### config.mk
export PLATFORM = sky130hd
export DESIGN_NAME = modular_sum_stage
export DESIGN_NICKNAME = d
export VERILOG_FILES = /design/src/rtl/adder_pkg.sv /design/src/rtl/sum_xor_unit.sv /design/src/rtl/modular_sum_stage.sv
export SDC_FILE = /design/constraint.sdc
export NUM_CORES = 1
export LEC_CHECK = 0
export ABC_AREA = 0
export CORE_MARGIN = 8
export CORE_UTILIZATION = 45
export DETAILED_ROUTE_END_ITERATION = 7
export PLACE_DENSITY = 0.87
export SLEW_MARGIN = 10
export SYNTH_ARGS = -nofsm -noshare
export SYNTH_HDL_FRONTEND = slang
export SYNTH_SLANG_ARGS = --single-unit
### constraint.sdc
create_clock -name clk -period 2 [get_ports clk]
set_input_delay 0.2 -clock clk [delete_from_list [all_inputs] [get_ports clk]]
set_output_delay 0.2 -clock clk [all_outputs]
set_load 0.05 [all_outputs]
### src/rtl/adder_pkg.sv
// Shared constants and types for the modulo (2^N - K) adder.
// Default width and correction constant, derived modulus, and a mod-M reference sum.
package adder_pkg;

    localparam int DEF_N = 7;
    localparam int DEF_K = 104;
    localparam int DEF_M = (1 << DEF_N) - DEF_K;

    typedef logic [DEF_N-1:0] word_t;

    function automatic int mod_sum(input int a, input int b, input int m);
        return (a + b) % m;
    endfunction

endpackage

### src/rtl/sum_xor_unit.sv
// Forms a sum from a half-sum and its prefix carries: h ^ (carry << 1).
// Combinational, zero latency, no flow control.
module sum_xor_unit #(
    parameter int N = adder_pkg::DEF_N
) (
    input  logic [N-1:0] h,
    input  logic [N-1:0] c,
    output logic [N-1:0] s
);

    // The carry out of the top bit falls off the shift: arithmetic is modulo 2^N.
    assign s = h ^ (c << 1);

endmodule

### src/rtl/modular_sum_stage.sv
// Final stage of the mod (2^N - K) adder: picks plain or primed sum and flags results >= M.
// Latency 2 cycles, 1 result/cycle; two-deep pipeline, bubbles collapse.
// Backpressure: in_ready = !vA | !out_valid | out_ready; stalled output is held stable.
module modular_sum_stage
    import adder_pkg::*;
#(
    parameter int N = DEF_N,
    parameter int K = DEF_K
) (
    input  logic         clk,
    input  logic         reset,
    input  logic         in_valid,
    output logic         in_ready,
    input  logic [N-1:0] h,
    input  logic [N-1:0] c,
    input  logic [N-1:0] h_prim,
    input  logic [N-1:0] c_prim,
    input  logic         ovf,
    output logic         out_valid,
    input  logic         out_ready,
    output logic [N-1:0] s,
    output logic         out_range_err
);

    localparam logic [N-1:0] MOD = N'((1 << N) - K);

    logic [N-1:0] s_plain;
    logic [N-1:0] s_prim;
    logic         sel;

    logic [N-1:0] a_plain;
    logic [N-1:0] a_prim;
    logic         a_sel;
    logic         va;
    logic [N-1:0] a_res;

    logic         adv_a;
    logic         adv_b;

    sum_xor_unit #(.N(N)) u_plain (
        .h (h),
        .c (c),
        .s (s_plain)
    );

    sum_xor_unit #(.N(N)) u_prim (
        .h (h_prim),
        .c (c_prim),
        .s (s_prim)
    );

    // A carry out of the primed path (or of its compression) means a+b >= M.
    assign sel   = c_prim[N-1] | ovf;
    assign a_res = a_sel ? a_prim : a_plain;

    assign adv_b    = !out_valid | out_ready;
    assign adv_a    = !va | adv_b;
    assign in_ready = adv_a;

    always_ff @(posedge clk) begin
        if (reset) begin
            va            <= 1'b0;
            a_plain       <= '0;
            a_prim        <= '0;
            a_sel         <= 1'b0;
            out_valid     <= 1'b0;
            s             <= '0;
            out_range_err <= 1'b0;
        end else begin
            if (adv_a) begin
                va      <= in_valid;
                a_plain <= s_plain;
                a_prim  <= s_prim;
                a_sel   <= sel;
            end
            if (adv_b) begin
                out_valid     <= va;
                s             <= a_res;
                out_range_err <= (a_res >= MOD);
            end
        end
    end

endmodule

======== After elaboration in Yosys (flattened, before gate mapping) ========
Index checks and enable logic that the tools add are counted.
word-level totals
  logic and storage cells ................. 16
  output and inout bits ................... 10
  register bits ........................... 25
cells by class
  order comparisons ....................... 1
  bitwise gates (word level) .............. 5
  reduce and logical (&&, ||, !) cells .... 2
  multiplexer cells ....................... 1
operator list
  kind                number
  $xor 7x7->7         2
  $ge 7x5->1 const B  1
  $mux 7              1
  $or 1x1->1          3
  $logic_not 1->1     2

======== Depth between registers and ports, before layout ========
Gate-level depths: netlist of run 1.
  depth after elaboration ................. 3
  depth in mapped cells ................... 5
  depth with buffers taken out ............ 3

======== By module ========
Synthesis of run 1 repeated with hierarchy kept, for this count alone.
second synthesis, totals
  cell total of the unflattened synthesis .. 126
  area total of the unflattened synthesis .. 1,168.6 um^2
by module, submodules not included
  module             instances  area each (um^2)  seq. area each (um^2)  cells an instance
  modular_sum_stage  1          1,048.5           500.5                  112
  sum_xor_unit       2          60.1              0.0                    7

======== Worst setup path after synthesis of run 1 ========
No wires, ideal clock.
  kind .................................... register -> register
  from .................................... reg out_valid
  to ...................................... reg a_plain[1]
  setup slack ............................. 0.391 ns
  library setup time ...................... 0.166 ns
  buffers on the path ..................... 1
  stages on the path, launching flop included .. 4
  required time ........................... 1.834 ns
  data arrival time ....................... 1.443 ns
  cells stage by stage .................... dfxtp_1 -> nand3b_1 -> clkbuf_1 -> a211oi_1
on the way
  word-level cells in the longest chain between the ends .. 3
RTL lines
  element                   line                     source
  start: declaration        modular_sum_stage.sv:19  output logic out_valid,
  start signal: assignment  modular_sum_stage.sv:77  out_valid <= va;
  $logic_not 1->1           modular_sum_stage.sv:56  assign adv_b = !out_valid | out_ready;
  $or 1x1->1                modular_sum_stage.sv:56
  $or 1x1->1                modular_sum_stage.sv:57  assign adv_a = !va | adv_b;
  net in_ready              modular_sum_stage.sv:13  output logic in_ready,
  end signal: assignment    modular_sum_stage.sv:72  a_plain <= s_plain;
  end: declaration          modular_sum_stage.sv:31  logic [N-1:0] a_plain;
The timed path passes the listed nets, and every way through them passes these cells.
A chain may end at the register's enable or synchronous reset.

======== Final worst setup path of run 1 ========
  from .................................... reg out_valid
  to ...................................... out out_valid
No word-level cell between the ends.

==> run metrics, run 1 <==
wire length per cell=13.13 um; Worst Path Arrival=1.53 ns; crit start category=register; Leakage=0.5939 nW; via count=893; clock sinks=25; Clock transition at path regs=0.13 ns; Slew @ Worst Pin=0.5084 ns; number of synthesis warnings=0; share of cells above drive strength 1=5.333%; vias per cell=5.017; antenna violations before repair=0; Slew Limit Fails=0; DR pass1 iterations=4; global routing usage on met1=12.08%; first-pass GRT wire length=3995 um; Top Usage Layer GRT=met2; GRT overflow=0; Max VDD drop=531.0 uV; RSZ-0062 raised after global routing=no; DP Area=0.001473 mm2; vias in the first global route=942; CTS Root Cell=clkbuf_4; Netlist cell types=18; cell area after layout=0.001500 mm2; clock period minus worst slack=1.729 ns; Worst Setup End Kind=primary output; Resize count post-CTS=0; count leader, synth=dfxtp_1; Synth top cells by count=dfxtp_1, nor2_1, a211oi_1, xnor2_1, mux2i_1; GP Congestion=0.6958; die height=64.13 um; Max Cap Viol=0; critical path's largest stage delay=0.82 ns; cell row count=17; die width=64.13 um; CTS tree=built; Switch Pwr=0.2867 mW; Hold Worst Slack=0.4255 ns; cell taking the most area after synthesis=dfxtp_1; sw frac=27.92%; Layout fillers=192; final wirelength=2337 um; # DRC=0; layout net count=184; power share of the sequential group=55.0%; M2 GR Usage=21.33%; Clock Latency Late Sink=0.32 ns; Final ANT Viol Nets=0; internal power=0.7400 mW; largest net degree at the start of global routing=29; Total Die Area=0.004112 mm2; final setup TNS=0 ns; Setup Skew=0.008113 ns; synth top area cells=dfxtp_1, a211oi_1, xnor2_1; Clock Tree Buf Depth=2; HPWL after DPL=1883 um; Iter 0 DRT Violations=11; sequential area share after synthesis=48.02%; Initial Util=47.12%; buffer and inverter count on the worst path=1; average size of a mapped cell=9.390 um2; fmax=578.5 MHz; mapped cell area=0.001042 mm2; hold buffer count at CTS=0; Final Core Density=67.82%; post-synth top area share=48.02%; final setup fails=0; Seq cells post-synth=25; number of flops mapped to enable cells by yosys=0; crit path kind=register to primary output; status=complete, no violations; slowest cell on the critical path=clkdlybuf4s50_1; HP Class=input port to register; Antenna Cells=0; Net Count, Synth=144; combinational group share of total power=23.2%; crit share post-route=86.43%; Synth Instances=111; gr usage total=11.81%; ys async rst share=0%; CP Cell Sequence=clkdlybuf4s50_1; Layout area overhead=43.94%; I/O pins=43; H-tree Lvls=1; # Post-CTS Setup Buffers=0; IO buf count=41; final hold viol count=0; relative slew slack=66.00%; GR Util met3=4.704%; CORE AREA=0.002212 mm2; Req. time, crit path=1.80 ns; overall power=1.027 mW; ys flop type=dfxtp_1; PwrDens=684.4 mW/mm2; total CTS buffers=3; clock power share=21.8%; Crit Path Max Fanout=4; family with the most delay on the worst path=buffers and inverters
[area by class of cell]
class	instances	area [um2]	area share, %
flip-flops and latches	25	500.5	33.36
multi-input cells	76	490.5	32.69
repair buffers	44	442.9	29.52
well taps	28	35.03	2.335
clock buffers	3	22.52	1.501
clock inverters	1	5.005	0.3336
inverters	1	3.754	0.2502
[layout by cell type (no fill, tap or decap), drive strengths merged]
cell type and instances:
clkdlybuf4s50 40, dfxtp 25, nor2 24, a211oi 20, xnor2 12, mux2i 7
buf 4, a21oi 3, clkbuf 3, nand3 2, nand2 2, nand3b 1
nand2b 1, and2b 1, and3 1, or4 1, o31ai 1, inv 1
clkinv 1
[per-layer routing]
metal / share of wire, % / wire length [um]
met5: 0 / 0
met4: 1.3 / 30
met3: 7.6 / 178
met2: 51 / 1191
met1: 40 / 937
[power groups by stage]
stage / sequential (mW) / combinational (mW) / clock, mW
detailed placement: 0.576 / 0.240 / 0
CTS: 0.565 / 0.240 / 0.229
finish: 0.564 / 0.238 / 0.224
global route: 0.570 / 0.256 / 0.247
global placement: 0.574 / 0.234 / 0
floorplan: 0.620 / 0.0856 / 0
[worst paths after layout]
kind	from	end	slack, ns	depth (start not counted)
max	out_valid	out_valid	0.27	1
min	in_valid	va	0.43	3
max reg2reg	a_sel	out_range_err	0.51	3
min reg2reg	a_plain[0]	a_plain[0]	0.50	2
[state kept, by name, indices dropped and copies added (netlist names)]
register,count
out_range_err,1
a_plain,7
s,7
a_sel,1
va,1
out_valid,1
a_prim,7
[per-stage QoR]
stage                     std cells  setup slack (ns)
after floorplan                 111            0.3906
final                           178            0.2715
after global placement          174            0.4523
after global routing            178            0.2053
after CTS                       178            0.2602
after detailed placement        174            0.4048
[cell families (layout without fill, tap and decap cells)]
group | Yosys count | in the layout | share of synthesized area (%)
compound gates | 24 | 24 | 16.57
buf+inv | 10 | 49 | 4.921
xor+xnor | 12 | 12 | 10.08
mux | 7 | 7 | 6.723
simple gates | 33 | 33 | 13.69
flops | 25 | 25 | 48.02
No activity file was read; power rests on OpenSTA's default activity.
==> inputs of run 2 (changes only) <==
--- a/config.mk
+++ b/config.mk
@@ -6,7 +6,7 @@
 export NUM_CORES = 1
 export LEC_CHECK = 0
 export ABC_AREA = 0
-export CORE_MARGIN = 8
+export CORE_MARGIN = 4
 export CORE_UTILIZATION = 45
 export DETAILED_ROUTE_END_ITERATION = 7
 export PLACE_DENSITY = 0.87
==> run 2 against run 1 <==
Effect of this change: utilization decreased by 0.40 points; clock skew increased by 0.0017 ns; sequential cell count unchanged; worst setup slack improved by 0.015 ns; critical path depth unchanged; final area decreased by 0.58%; sequential share of layout area increased by 0.20 points; fmax increased by 0.86%; highest routed layer unchanged.
==> run metrics, run 2 (synthesis gave the netlist of run 1 again) <==
crit path kind=register to primary output; vias per cell=4.949; clock period minus worst slack=1.714 ns; share of cells above drive strength 1=4.027%; final setup TNS=0 ns; CORE AREA=0.002212 mm2; clock sinks=25; crit start category=register; wire length per cell=12.02 um; total CTS buffers=3; HPWL after DPL=1649 um; Placed Instances=173; # DRC=0; Worst Setup End Kind=primary output; RSZ-0062 raised after global routing=no; PwrDens=680.2 mW/mm2; hold buffer count at CTS=0; Antenna Cells=0; Setup Skew=0.009832 ns; gr usage total=13.78%; Max VDD drop=386.4 uV; DR pass1 iterations=4; cell row count=17; Crit Path Max Fanout=4; layout net count=183; Final ANT Viol Nets=0; status=complete, no violations; critical path's largest stage delay=0.82 ns; family with the most delay on the worst path=buffers and inverters; die height=56.13 um; Slew @ Worst Pin=0.5587 ns; IO buf count=41; GP Congestion=0.7433; die width=56.13 um; GRT overflow=0; first-pass GRT wire length=3422 um; Clock transition at path regs=0.13 ns; Place WS=0.4100 ns; CTS tree=built; CTS Root Cell=clkbuf_4; buffer and inverter count on the worst path=1; antenna violations before repair=0; most frequent cells in the layout=clkdlybuf4s50_1, dfxtp_1, nor2_1, a211oi_1, xnor2_1; relative slew slack=62.75%; fmax=583.5 MHz; final wirelength=2128 um; Clock Latency Late Sink=0.31 ns; H-tree Lvls=1; PnR worst setup slack=0.2862 ns; commonest non-fill, non-tap cell in the layout=clkdlybuf4s50_1; Clock Tree Buf Depth=2; largest net degree at the start of global routing=29; Largest regs=a_plain: 7 flops, a_prim: 7 flops, s: 7 flops; CP Cell Sequence=clkdlybuf4s50_1; # Post-CTS Setup Buffers=0; final setup fails=0; vias in the first global route=857; HP Class=input port to register; Total Die Area=0.003150 mm2; Leakage=0.5869 nW; Final Core Density=67.42%; Max Cap Viol=0; crit share post-route=85.69%; Initial Util=47.12%; slowest cell on the critical path=clkdlybuf4s50_1; I/O pins=43; Worst Path Arrival=1.51 ns; via count=876; Req. time, crit path=1.80 ns; Layout area overhead=43.10%; Resize count post-CTS=0; Non-Filler Instances=177; Slew Limit Fails=0; overall power=1.015 mW; final hold viol count=0; Iter 0 DRT Violations=7
run 2: area by class of cell:
| class | count | area (um2) |
|---|---|---|
| well taps | 28 | 35.03 |
| fillers | 187 | 720.7 |
| inverters | 1 | 3.754 |
| multi-input cells | 76 | 490.5 |
| repair buffers | 43 | 435.4 |
| clock buffers | 4 | 26.28 |
| flip-flops and latches | 25 | 500.5 |
run 2: worst reg2reg max path: stages (launching register included):
cell,delay [ns]
dfxtp_1,0.64
mux2i_1,0.18
or4_1,0.49
o31ai_1,0.07
run 2: layer usage:
layer	track usage [%]	part of all wire (%)	up-vias
met1	13.82	41	386
met2	26.71	52	27
met4	7.119	2.0	0
met3	2.088	5.8	4
met5	0	0	-
li1	-	-	459
run 2: worst paths after layout:
| check | from | endpoint | slack [ns] | cells past startpoint |
|---|---|---|---|---|
| worst max-delay path | out_valid | out_valid | 0.29 | 1 |
| worst min-delay path | in_valid | va | 0.42 | 3 |
| worst max register to register | a_sel | out_range_err | 0.56 | 3 |
| worst min register to register | a_plain[0] | a_plain[0] | 0.49 | 2 |
run 2: through the flow:
stage | hold WS (ns) | cell area (um2)
after floorplan | 0.3295 | 1042
after global placement | 0.4669 | 1465
after detailed placement | 0.4723 | 1465
after CTS | 0.4157 | 1491
after global routing | 0.4187 | 1491
final | 0.4161 | 1491
run 2: where the power goes:
part	total, mW	switching, mW	internal (mW)
combinational	0.236	0.111	0.126
clock	0.214	0.136	0.0778
sequential	0.564	0.0253	0.539
==> inputs of run 3 (changes only) <==
--- a/config.mk
+++ b/config.mk
@@ -9,7 +9,7 @@
 export CORE_MARGIN = 4
 export CORE_UTILIZATION = 45
 export DETAILED_ROUTE_END_ITERATION = 7
-export PLACE_DENSITY = 0.87
+export PLACE_DENSITY = 0.93
 export SLEW_MARGIN = 10
 export SYNTH_ARGS = -nofsm -noshare
 export SYNTH_HDL_FRONTEND = slang
==> run 3 against run 2 <==
Effect of this change: first-iteration DRC count up 29%; fmax fell by 0.20%; critical endpoint unchanged; non-clock buffer count rose by 1; via count increased by 4.7%.
==> run metrics, run 3 (synthesis gave the netlist of run 1 again) <==
Crit Path Max Fanout=4; total CTS buffers=3; antenna violations before repair=0; DR pass1 iterations=4; Clock Latency Late Sink=0.31 ns; final hold viol count=0; H-tree Lvls=1; Req. time, crit path=1.80 ns; critical path's largest stage delay=0.82 ns; Layout area overhead=43.82%; final wirelength=2210 um; I/O pins=43; clock sinks=25; Slew @ Worst Pin=0.5570 ns; Iter 0 DRT Violations=9; largest net degree at the start of global routing=29; vias per cell=5.152; most frequent cells in the layout=clkdlybuf4s50_1, dfxtp_1, nor2_1, a211oi_1, xnor2_1; PwrDens=678.1 mW/mm2; clock period minus worst slack=1.717 ns; die height=56.13 um; # DRC=0; Max VDD drop=394.7 uV; Layout fillers=185; GRT overflow=0; relative slew slack=62.87%; family with the most delay on the worst path=buffers and inverters; cell row count=17; HP Class=input port to register; DP Area=0.001473 mm2; via count=917; Leakage=0.5919 nW; HPWL after DPL=1794 um; Final ANT Viol Nets=0; die width=56.13 um; CP Cell Sequence=clkdlybuf4s50_1; Largest regs=a_plain: 7 flops, a_prim: 7 flops, s: 7 flops; Initial Util=47.12%; layout net count=184; crit path kind=register to primary output; share of cells above drive strength 1=4.667%; Worst Setup End Kind=primary output; final setup TNS=0 ns; Clock transition at path regs=0.12 ns; commonest non-fill, non-tap cell in the layout=clkdlybuf4s50_1; hold buffer count at CTS=0; IO buf count=41; crit start category=register; CTS tree=built; Slew Limit Fails=0; vias in the first global route=916; Worst Path Arrival=1.52 ns; first-pass GRT wire length=3753 um; cell area after layout=0.001499 mm2; GP Congestion=0.7278; # Post-CTS Setup Buffers=0; RSZ-0062 raised after global routing=no; Clock Tree Buf Depth=2; status=complete, no violations; CTS Root Cell=clkbuf_4; Resize count post-CTS=0; Setup Skew=0.001887 ns; buffer and inverter count on the worst path=1; CORE AREA=0.002212 mm2; final setup fails=0; gr usage total=14.87%; Max Cap Viol=0; crit share post-route=85.86%; fmax=582.3 MHz; slowest cell on the critical path=clkdlybuf4s50_1; Total Die Area=0.003150 mm2; wire length per cell=12.42 um; Antenna Cells=0
## run 3: cell types whose count changed in the layout (fill, tap and decap cells not counted), sizes merged
cell / before / now
buf: 3 / 4
## run 3: power by group
part | leakage [nW] | internal [mW] | switching [mW] | total, mW
Clock | 0.0150 | 0.0778 | 0.136 | 0.214
Sequential | 0.208 | 0.539 | 0.0245 | 0.563
Combinational | 0.369 | 0.127 | 0.112 | 0.239
Total | 0.592 | 0.744 | 0.273 | 1.02
## run 3: layout make-up
cell class              count  area [um2]  area share [%]
inverters                   1       3.754          0.2504
clock buffers               4       26.28           1.753
flip-flops and latches     25       500.5           33.39
well taps                  28       35.03           2.337
multi-input cells          76       490.5           32.72
repair buffers             44       442.9           29.55
## run 3: worst paths after layout
check / from / to / slack (ns) / cells past startpoint
min: in_valid / va / 0.43 / 3
min reg2reg: a_prim[0] / a_prim[0] / 0.50 / 2
max: out_valid / out_valid / 0.28 / 1
max reg2reg: a_sel / out_range_err / 0.68 / 3
## run 3: through the flow
stage	instances	setup slack, ns	utilization (%)	hold slack, ns	power (mW)
after floorplan	111	0.3906	-	0.3295	0.7052
after global placement	174	0.4435	66.57	0.4663	0.8075
after detailed placement	174	0.3972	66.57	0.4825	0.8168
after CTS	178	0.2686	67.76	0.4204	1.028
after global routing	178	0.2373	67.76	0.4389	1.069
final	178	0.2828	67.76	0.4274	1.016
## run 3: tightest hold or removal path, cell delays in order
cell             delay (ns)
clkdlybuf4s50_1        0.39
inv_1                  0.06
a21oi_1                0.05
## run 3: metal layers
layer	routed length, um	global-route usage [%]
met3	125	2.088
met2	1197	29.55
met5	0	0
met1	862	15.07
met4	25	6.102
